<file path="src/rtl/if_fetch_unit.sv">
// Instruction fetch unit: a single-outstanding-request fetch FSM that feeds
// the IF/ID register. It handles redirects (branch over jump) at any point
// and silently drops data returned for a stale address.
module if_fetch_unit #(
   parameter logic [31:0] RESET_PC = 32'h0000_0000
) (
   input  logic        clk,
   input  logic        rst,
   input  logic        stall_in,
   input  logic        branch_taken,
   input  logic [31:0] branch_target,
   input  logic        jump,
   input  logic [31:0] jump_target,
   output logic        imem_req,
   output logic [31:0] imem_addr,
   input  logic        imem_ack,
   input  logic [31:0] imem_rdata,
   output logic [31:0] rd_out,
   output logic [31:0] newPC_out,
   output logic        valid_out
);

   typedef enum logic [1:0] {
      S_IDLE    = 2'd0,
      S_BUSY    = 2'd1,
      S_DISCARD = 2'd2
   } state_e;

   state_e      state_q, state_d;
   logic [31:0] pc_q, pc_d;
   logic [31:0] addr_q, addr_d;
   logic [31:0] rd_q, rd_d;
   logic [31:0] npc_q, npc_d;
   logic        valid_q, valid_d;
   logic        req_q, req_d;

   logic        redirect;
   logic [31:0] target;
   logic        slot_free;

   // Redirect decode: branch wins over jump, targets are word aligned.
   always_comb begin
      redirect  = branch_taken | jump;
      target    = (branch_taken ? branch_target : jump_target) & ~32'h3;
      slot_free = ~valid_q | ~stall_in;
   end

   // State and datapath registers; reset dominates everything.
   always_ff @(posedge clk) begin
      if (rst) begin
         state_q <= S_IDLE;
         pc_q    <= {RESET_PC[31:2], 2'b00};
         addr_q  <= 32'h0;
         rd_q    <= 32'h0;
         npc_q   <= 32'h0;
         valid_q <= 1'b0;
         req_q   <= 1'b0;
      end else begin
         state_q <= state_d;
         pc_q    <= pc_d;
         addr_q  <= addr_d;
         rd_q    <= rd_d;
         npc_q   <= npc_d;
         valid_q <= valid_d;
         req_q   <= req_d;
      end
   end

   // Next-state logic: addr only moves on leaving IDLE, so it is stable while a
   // request is outstanding; redirects always invalidate the presented slot.
   always_comb begin
      state_d = state_q;
      pc_d    = pc_q;
      addr_d  = addr_q;
      rd_d    = rd_q;
      npc_d   = npc_q;
      valid_d = valid_q;
      case (state_q)
         S_IDLE: begin
            if (redirect) begin
               pc_d    = target;
               valid_d = 1'b0;
            end else if (slot_free) begin
               addr_d  = pc_q;
               valid_d = 1'b0;
               state_d = S_BUSY;
            end
         end
         S_BUSY: begin
            if (redirect) begin
               pc_d    = target;
               valid_d = 1'b0;
               state_d = imem_ack ? S_IDLE : S_DISCARD;
            end else if (imem_ack) begin
               rd_d    = imem_rdata;
               npc_d   = addr_q + 32'd4;
               pc_d    = addr_q + 32'd4;
               valid_d = 1'b1;
               state_d = S_IDLE;
            end
         end
         S_DISCARD: begin
            if (redirect) begin
               pc_d    = target;
               valid_d = 1'b0;
            end
            if (imem_ack) state_d = S_IDLE;
         end
         default: state_d = S_IDLE;
      endcase
      req_d = (state_d != S_IDLE);
   end

   // Outputs come straight from registers.
   always_comb begin
      imem_req  = req_q;
      imem_addr = addr_q;
      rd_out    = rd_q;
      newPC_out = npc_q;
      valid_out = valid_q;
   end

endmodule

</file>
<file path="config.mk">
export PLATFORM = sky130hd
export DESIGN_NAME = if_fetch_unit
export DESIGN_NICKNAME = d
export VERILOG_FILES = /design/src/rtl/if_fetch_unit.sv
export SDC_FILE = /design/constraint.sdc
export NUM_CORES = 1
export LEC_CHECK = 0
export ABC_AREA = 1
export BUFFER_PORTS_ARGS = -buffer_cell sky130_fd_sc_hd__buf_2
export CORE_ASPECT_RATIO = 0.5
export CORE_UTILIZATION = 46
export DETAILED_ROUTE_END_ITERATION = 10
export PLACE_DENSITY = 0.77
export REMOVE_ABC_BUFFERS = 1
export SLEW_MARGIN = 0
export SYNTH_ARGS = -nofsm -noshare
export SYNTH_HDL_FRONTEND = slang
export SYNTH_SLANG_ARGS = --single-unit
</file>
<file path="constraint.sdc">
create_clock -name clk -period 1.4 [get_ports clk]
set_input_delay 0.21 -clock clk [delete_from_list [all_inputs] [get_ports clk]]
set_output_delay 0.21 -clock clk [all_outputs]
set_load 0.05 [all_outputs]
</file>
Word-level counts from Yosys, hierarchy flattened --
Cells that the tools add are included.
Operators by class: multiplexer cells 17, add/subtract/negate cells 1, equal/unequal tests 6, reduce and logical (&&, ||, !) cells 9, bitwise logic cells 5
Operators by type and width (number):
- 2-to-1 mux 32 bit | 4
- one-hot mux 32 bit (2 select lines) | 1
- adder 32 x 3 -> 32 bit (second input constant) | 1
- 2-to-1 mux 2 bit | 5
- AND reduction 3 bit | 3
- inequality test 3 bit (second input constant) | 2
- one-hot mux 2 bit (3 select lines) | 1
- 2-to-1 mux 1 bit | 5
- AND reduction 4 bit | 1
- nonzero test 2 bit | 2
- NOT 1 bit | 3
- one-hot mux 1 bit (3 select lines) | 1
- nonzero test 3 bit | 1
- equality test 2 x 1 -> 1 bit (second input constant) | 1
- equality test 2 bit (second input constant) | 1
- zero test 2 bit | 1
- inequality test 2 x 1 -> 1 bit (second input constant) | 1
- inequality test 2 bit (second input constant) | 1
- OR 1 bit | 2
- OR reduction 2 bit | 1
Word-level totals: bits of input ports 102, register bits 132, word-level logic and storage cells 45

Longest topological paths before layout --
Gate-level depths: netlist (run 1).
depth after elaboration 6, mapped depth 11, depth with buffers taken out 11

Worst setup path before layout (run 1) --
Ideal clock, no wire load.
path kind reg-to-reg, start point register addr_q[2] (netlist: imem_addr[2]), end point register npc_q[28] (netlist: newPC_out[28]), setup time 109 ps, path buffers 0, arrival 1847 ps, cell stages (with the launch flop) 11, setup slack -556 ps, data required time 1291 ps, path through dfxtp_1 -> ha_1 -> nand3_1 -> nor2_2 -> nand2_1 -> nor2_1 -> nand3_1 -> nand2_1 -> nand2_1 -> nand2_1 -> inv_1
On the way: word-level cells in the longest chain between the ends 1
RTL lines:
- start, declared | line 31 | logic [31:0] addr_q, addr_d;
- start signal, assigned | line 61 | addr_q <= addr_d;
- adder 32 x 3 -> 32 bit | line 96 | npc_d = addr_q + 32'd4;
- end signal, assigned | line 63 | npc_q <= npc_d;
- end, declared | line 33 | logic [31:0] npc_q, npc_d;
No other way between the ends. A chain may end at the register's enable or synchronous reset.

Worst setup path after layout (run 1) --
start point register addr_q[3] (netlist: imem_addr[3]), end point register pc_q[16]
On the way: word-level cells in the longest chain between the ends 4
RTL lines:
- adder 32 x 3 -> 32 bit | line 97 | pc_d = addr_q + 32'd4;
- 2-to-1 mux 32 bit | line 94 | end else if (imem_ack) begin
- 2-to-1 mux 32 bit | line 90 | if (redirect) begin
- one-hot mux 32 bit (2 select lines) | line 78 | case (state_q)
- end signal, assigned | line 52 | pc_q <= {RESET_PC[31:2], 2'b00};
- end signal, assigned | line 60 | pc_q <= pc_d;
- end, declared | line 30 | logic [31:0] pc_q, pc_d;
No other way between the ends. The select of a mux whose other input is x is not followed.

==> run summary, run 1 <==
The run finished, with violations left. The final reports fail on setup timing. The maximum operating frequency came out at ~0.62 GHz. The number of remaining DRC errors came out at 0. Setup violations remaining at the end of the flow were counted as 52. The required time reported for the critical path endpoint came out at approximately 1.8 ns.

For the pin with the worst max-slew slack, the measured transition is 0.373 ns. The quantity of hold-fixing buffers added after cts came out at 0. The multiplexer share of the synthesized area came out at 0%. The detail route stage leaves a number of antenna-violating nets equal to 0. The final estimated routing congestion in global placement came out at 0.897.

The clock reaches the later pin of the worst-skew pair after 0.42 ns. The worst hold path belongs to the class in -> reg. Max-cap violations in this run came to 0. The biggest area contributor in the post-synthesis netlist is sky130_fd_sc_hd__dfxtp_1. The root buffer cell chosen for the clock tree is sky130_fd_sc_hd__clkbuf_16. The cell count after synthesis came out at just over 900. Counting instances, the worst hold path has a depth of 3.

Of the total synthesized cell area, the portion taken by AND, OR, NAND and NOR gates is 28.5%. The synthesized netlist devotes 17.4% of its cell area to compound gates. The core region area is 12,700 µm². The quantity of I/O buffers inserted on ports came out at 195. The worst relative slew slack is 75.1%. Summing over every cut layer, the via total after detailed routing is 7,370.

Summed over all layers, the global routing overflow is 0. The effective utilization at floorplan is 47.6%. For this run, the post-layout net count is between 1,000 and 1,500. The number of rows created at floorplan is 29. Once placement finished, the instance area stood at between 7000 and 8000 µm². In this run the critical register-to-register path is launched from imem_addr[3]. Global routing used just under 30% of the available tracks across all layers. The endpoint type of the worst setup path is a flop. After detailed routing, the average wire length per cell comes to 17.1 µm.

The sequential-to-total area share from yosys stat came out at a little over two fifths. The share of Yosys cell area claimed by the top area cell type came out at 43.6%. The number of design-rule violations left by the first detailed-router iteration came out at a little over 900. The final standard cell area without fillers came out at about 9200 µm². STA classifies the critical path startpoint as a flop. The clock transition at the registers of the reported paths came out at 0.06 ns. The uppermost metal layer occupied by signal nets is met4. Setup repair after global routing could not meet its margin everywhere. The startpoint identified for the worst hold timing path is imem_rdata[28]. The final clock period utilization by the worst path is 115%. The fraction of layout instances using a drive strength above 1 is 39.6%. The depth of the worst register-to-register path is 9. The maximum number of pins on one net before global-route repair came out at 48.

The area growth from synthesis to layout is 52.4%. The classification of the worst setup path is reg -> reg. The worst hold margin is 0.0301 ns. The full die area is 13,700 µm².

Traced cell by cell, the critical path runs through ha_4 > nand2_4 > nor2_4 > buf_6 > nand2_4 > nor2_4 > xor2_2 > nand2_1 > a21oi_2. The first-pass GRT wire length is between 30,000 and 40,000 µm. The data arrival time of the worst path came out at 1.96 ns. TritonCTS created 17 clock buffers. The TritonCTS clock tree is yes. The number of different library cells used by synthesis comes to 26. The number of I/O pins is 200.

The post-synthesis adder-cell area fraction came out at 0.207%. The per-cell via count in the routed design came out at 5.50. The met2 layer wire length in the routed design is 10,400 µm.

The met3 wire length came out at 2280 µm. The synthesized netlist occupies a cell area of 6060 µm². The delay of the slowest cell on the worst path came out at 0.38 ns. The worst setup slack for register-to-register paths came out at -0.21 ns. The path with the worst hold slack has its endpoint at rd_out[28].

The via count of the first global-routing pass came out at 6,604. Across the routed clock network, the largest skew measured is 0.0140 ns. For this block, wires on met1 add up to 9140 µm. The largest driver fanout on the critical path is 3.

The final cell utilization of the core came out at 72.5%. The final critical delay including setup and external delays is 1.61 ns. The worst-path cell with the longest stage delay is sky130_fd_sc_hd__dfxtp_4. The power density over the cells came out at 1110 nW/µm². The max-slew violation count came out at 0.

The H-tree was split into 4 levels. The final layout contains routed wiring with a total length of 22,900 µm. The dominant combinational cell family by area after synthesis is simple AND/OR/NAND/NOR gates. The worst-case IR drop observed on VDD is 724 µV. The leakage power total is 4.35 nW. The number of antenna violations at the first check in global routing came out at 0. After synthesis, the cell types taking the most area are sky130_fd_sc_hd__dfxtp_1, sky130_fd_sc_hd__nand2_1, sky130_fd_sc_hd__nor2_1, sky130_fd_sc_hd__o21ai_0, sky130_fd_sc_hd__a21oi_1. The first-pass detailed-route iteration total came out at 7. The count of yosys warnings during synthesis is 0.

The horizontal extent of the die came out at about 160 µm. In this run, synthesis produced a sequential element count of 132. The die is 83.1 µm tall. After Yosys synthesis, XOR and XNOR cells account for 2.17% of the synthesized area. The minimum setup slack in the final design came out at -0.209 ns. The synthesized area per cell is 6.68 µm². The final number of hold-violating endpoints came out at 0. No sink is reached through more buffers than the 2 on the longest clock path. The clock sink total came out at about 130.

The endpoint identified for the worst register-to-register timing path is pc_q[16]. The estimated wirelength of the detail-placed design came out at 13,200 µm.
-- worst max-delay path by stage --
stage,startpoint,end
after CTS,imem_addr[3],pc_q[16]
final,imem_addr[3],pc_q[16]
after detailed placement,imem_addr[3],newPC_out[26]
after global routing,imem_addr[3],pc_q[16]
after floorplan,valid_out,imem_req
after global placement,imem_addr[3],newPC_out[26]
-- sequential cells by signal, summed over array words and instances, names as in the netlist --
name	count
imem_addr	32
valid_out	1
state_q	2
imem_req	1
rd_out	32
newPC_out	32
pc_q	32
-- metal layers --
layer / vias up / global-route usage [%]
met1: 3341 / 37.1
met2: 511 / 48.7
met4: 0 / 11.9
met5: - / 0
met3: 117 / 5.34
li1: 3401 / -
-- final cells by class --
cell class | instances | area, µm²
repair buffers | 285 | 1930
fillers | 880 | 3510
clock buffers | 18 | 439
clock inverters | 12 | 180
inverters | 68 | 258
multi-input cells | 655 | 3530
flip-flops and latches | 132 | 2680
well taps | 170 | 213
diodes | 1 | 2.50
-- layout by cell type (no fill, tap or decap), types with 3 or more instances in the layout --
cell type / Yosys / final
sky130_fd_sc_hd__nand2_1: 221 / 184
sky130_fd_sc_hd__buf_2: 14 / 180
sky130_fd_sc_hd__nor2_1: 151 / 120
sky130_fd_sc_hd__dfxtp_1: 132 / 112
sky130_fd_sc_hd__a21oi_1: 92 / 81
sky130_fd_sc_hd__o21ai_0: 100 / 71
sky130_fd_sc_hd__buf_4: 2 / 67
sky130_fd_sc_hd__inv_1: 66 / 64
sky130_fd_sc_hd__nand3_1: 46 / 35
sky130_fd_sc_hd__nand2_2: 2 / 32
sky130_fd_sc_hd__o21ai_1: 6 / 28
sky130_fd_sc_hd__nor2_2: 5 / 19
sky130_fd_sc_hd__clkbuf_16: 0 / 18
sky130_fd_sc_hd__nor2_4: 0 / 17
sky130_fd_sc_hd__dfxtp_2: 0 / 15
sky130_fd_sc_hd__buf_6: 2 / 14
sky130_fd_sc_hd__buf_12: 0 / 13
sky130_fd_sc_hd__a21oi_2: 0 / 11
sky130_fd_sc_hd__clkbuf_4: 0 / 9
sky130_fd_sc_hd__nand3_2: 1 / 8
sky130_fd_sc_hd__xor2_2: 0 / 8
sky130_fd_sc_hd__nand2_4: 0 / 7
sky130_fd_sc_hd__o21ai_2: 0 / 5
sky130_fd_sc_hd__dfxtp_4: 0 / 5
sky130_fd_sc_hd__nand3_4: 0 / 4
sky130_fd_sc_hd__o211ai_1: 4 / 4
sky130_fd_sc_hd__bufinv_16: 0 / 4
sky130_fd_sc_hd__inv_2: 2 / 3
sky130_fd_sc_hd__a21o_1: 3 / 3
sky130_fd_sc_hd__xor2_4: 0 / 3
sky130_fd_sc_hd__or2_2: 3 / 3
-- where the power goes --
| part | internal (W) | switching [W] |
|---|---|---|
| combinational | 0.000528 | 0.000923 |
| sequential | 0.00391 | 0.000122 |
| clock | 0.00302 | 0.00175 |
| total | 0.00746 | 0.00280 |
-- cells in the mapped netlist --
cell	instances
sky130_fd_sc_hd__buf_2	14
sky130_fd_sc_hd__clkbuf_1	31
sky130_fd_sc_hd__xnor2_1	3
sky130_fd_sc_hd__nand2_1	221
sky130_fd_sc_hd__nand2_2	2
sky130_fd_sc_hd__xor2_1	12
sky130_fd_sc_hd__a211oi_2	1
sky130_fd_sc_hd__ha_1	1
sky130_fd_sc_hd__a21oi_1	92
sky130_fd_sc_hd__buf_4	2
sky130_fd_sc_hd__nor2_1	151
sky130_fd_sc_hd__o21ai_0	100
sky130_fd_sc_hd__nand3_1	46
sky130_fd_sc_hd__or2_2	3
sky130_fd_sc_hd__nor2_2	5
sky130_fd_sc_hd__a21o_1	3
sky130_fd_sc_hd__and2_1	3
sky130_fd_sc_hd__nand3_2	1
sky130_fd_sc_hd__buf_1	3
sky130_fd_sc_hd__buf_6	2
sky130_fd_sc_hd__dfxtp_1	132
sky130_fd_sc_hd__o211ai_1	4
sky130_fd_sc_hd__nor4_1	1
sky130_fd_sc_hd__inv_2	2
sky130_fd_sc_hd__inv_1	66
sky130_fd_sc_hd__o21ai_1	6
-- kinds of logic after synthesis --
kind of cell             Yosys count
buffers and inverters            120
XOR/XNOR                          15
adder cells (fa/ha/maj)            1
AO/OA/AOI/OAI                    206
AND/OR/NAND/NOR                  433
flip-flops                       132
-- through the flow --
stage / power (W) / std cells / worst slack [ns] / TNS (ns)
after floorplan: 0.00479 / 855 / -1.02 / -99.86
after global placement: 0.00533 / 1304 / -0.157 / -2.33
after detailed placement: 0.00536 / 1304 / -0.251 / -6.12
after CTS: 0.0101 / 1336 / -0.0515 / -0.636
after global routing: 0.0105 / 1340 / -0.244 / -5.90
final: 0.0103 / 1341 / -0.209 / -3.21
-- repair_timing --
action                     in CTS  in global routing
resized for setup              72                161
setup endpoints to repair      58                123
setup buffers                   2                  3
gates cloned                    0                  1
pin swaps                      15                 40
-- critical path, delay by kind of cell, from the launching register on --
| kind | cells | cell delay, ns |
|---|---|---|
| adders and majority gates | 1 | 0.17 |
| AOI/OAI and AO/OA | 1 | 0.14 |
| xor gates and xnor gates | 1 | 0.22 |
| DFF | 1 | 0.38 |
| and+or+nand+nor | 5 | 0.51 |
| buffers and inverters | 1 | 0.13 |
Power figures use the tool's default switching activity.
==> inputs of run 2 (changes only) <==
--- a/config.mk
+++ b/config.mk
@@ -12,6 +12,7 @@
 export DETAILED_ROUTE_END_ITERATION = 10
 export PLACE_DENSITY = 0.77
 export REMOVE_ABC_BUFFERS = 1
+export SETUP_SLACK_MARGIN = 0.3
 export SLEW_MARGIN = 0
 export SYNTH_ARGS = -nofsm -noshare
 export SYNTH_HDL_FRONTEND = slang
==> run 2 against run 1 <==
Synthesized cell count is the same. The run now fails in 5_1_grt. Synthesized area stayed put.
==> run summary, run 2 <==
The run stopped with a tool error. The flow halted during 5_1_grt. The first error in the log reads "[ERROR DPL-0038] Utilization greater than 100%, impossible to legalize". The number of CTS-inserted buffers is 17 (unchanged). After global-route timing repair, the worst endpoint was newPC_out[26]$_SDFFE_PP0P_/D. The largest area contributor in the synthesized netlist is sky130_fd_sc_hd__dfxtp_1. The proportion of synthesized flip-flops having asynchronous set or reset came out at 0% (unchanged). The depth of the CTS H-tree is 4 (unchanged). The number of distinct library cells after synthesis was 26 (unchanged). The final estimated routing congestion in global placement came out at 0.897 (unchanged). The root cell of the clock tree is sky130_fd_sc_hd__clkbuf_16.

Yosys instantiated no cell more often than sky130_fd_sc_hd__nand2_1. The number of buffers on the longest clock path is 2 (unchanged). The estimated wirelength of the detail-placed design is 13,200 µm (unchanged). The number of I/O pins came out at 200 (unchanged). The maximum number of pins on one net before global-route repair is 48. The synthesized area per cell is 6.68 µm² (unchanged). The quantity of I/O buffers inserted on ports is 195 (unchanged).

The post-synthesis cell count came to 907 (unchanged). The share of Yosys cell area claimed by the top area cell type came to 43.6% (unchanged). For this run, the leading register cell type out of synthesis is sky130_fd_sc_hd__dfxtp_1. The sequential-to-total area share from yosys stat came out at 43.6% (unchanged). The horizontal extent of the die is 164 µm (unchanged).

Sorting the synthesized cells by how often they occur yields sky130_fd_sc_hd__nand2_1, sky130_fd_sc_hd__nor2_1, sky130_fd_sc_hd__dfxtp_1. The mapped cell area is 6060 µm² (unchanged). The count of flip-flops with a built-in enable after synthesis is 0 (unchanged).

The count of yosys warnings during synthesis was 0 (unchanged). Sorting the synthesized cells by area gives the leading types as sky130_fd_sc_hd__dfxtp_1, sky130_fd_sc_hd__nand2_1, sky130_fd_sc_hd__nor2_1, sky130_fd_sc_hd__o21ai_0, sky130_fd_sc_hd__a21oi_1. The number of rows created at floorplan is 29 (unchanged). The number of register bits inferred by synthesis came out at 132 (unchanged). The effective utilization at floorplan is 47.6% (unchanged). The vertical die dimension came out at 83.1 µm (unchanged).

The quantity of hold-fixing buffers added after cts came out at 0 (unchanged). The classification of the worst endpoint is a sequential cell input. The clock sink total came out at 132 (unchanged).
## run 2: cell families after synthesis
family / synth area share, %
xor+xnor: 2.17
flops: 43.6
buf+inv: 8.10
simple gates: 28.5
compound gates: 17.4
fa+ha+maj: 0.207
## run 2: through the flow
| step | TNS, ns | hold WS (ns) | std cells | instance area [µm²] | setup WS, ns |
|---|---|---|---|---|---|
| floorplan | -99.86 | 0.279 | 855 | 5820 | -1.02 |
| global placement | -2.33 | 0.427 | 1304 | 7790 | -0.157 |
| detailed placement | -6.12 | 0.445 | 1304 | 7790 | -0.251 |
| CTS | -0.516 | 0.0279 | 1385 | 10400 | -0.0420 |
## run 2: what timing repair did
action | CTS
gates cloned | 21
buffers inserted | 30
pin swaps | 59
setup endpoints to repair | 228
resized for setup | 409
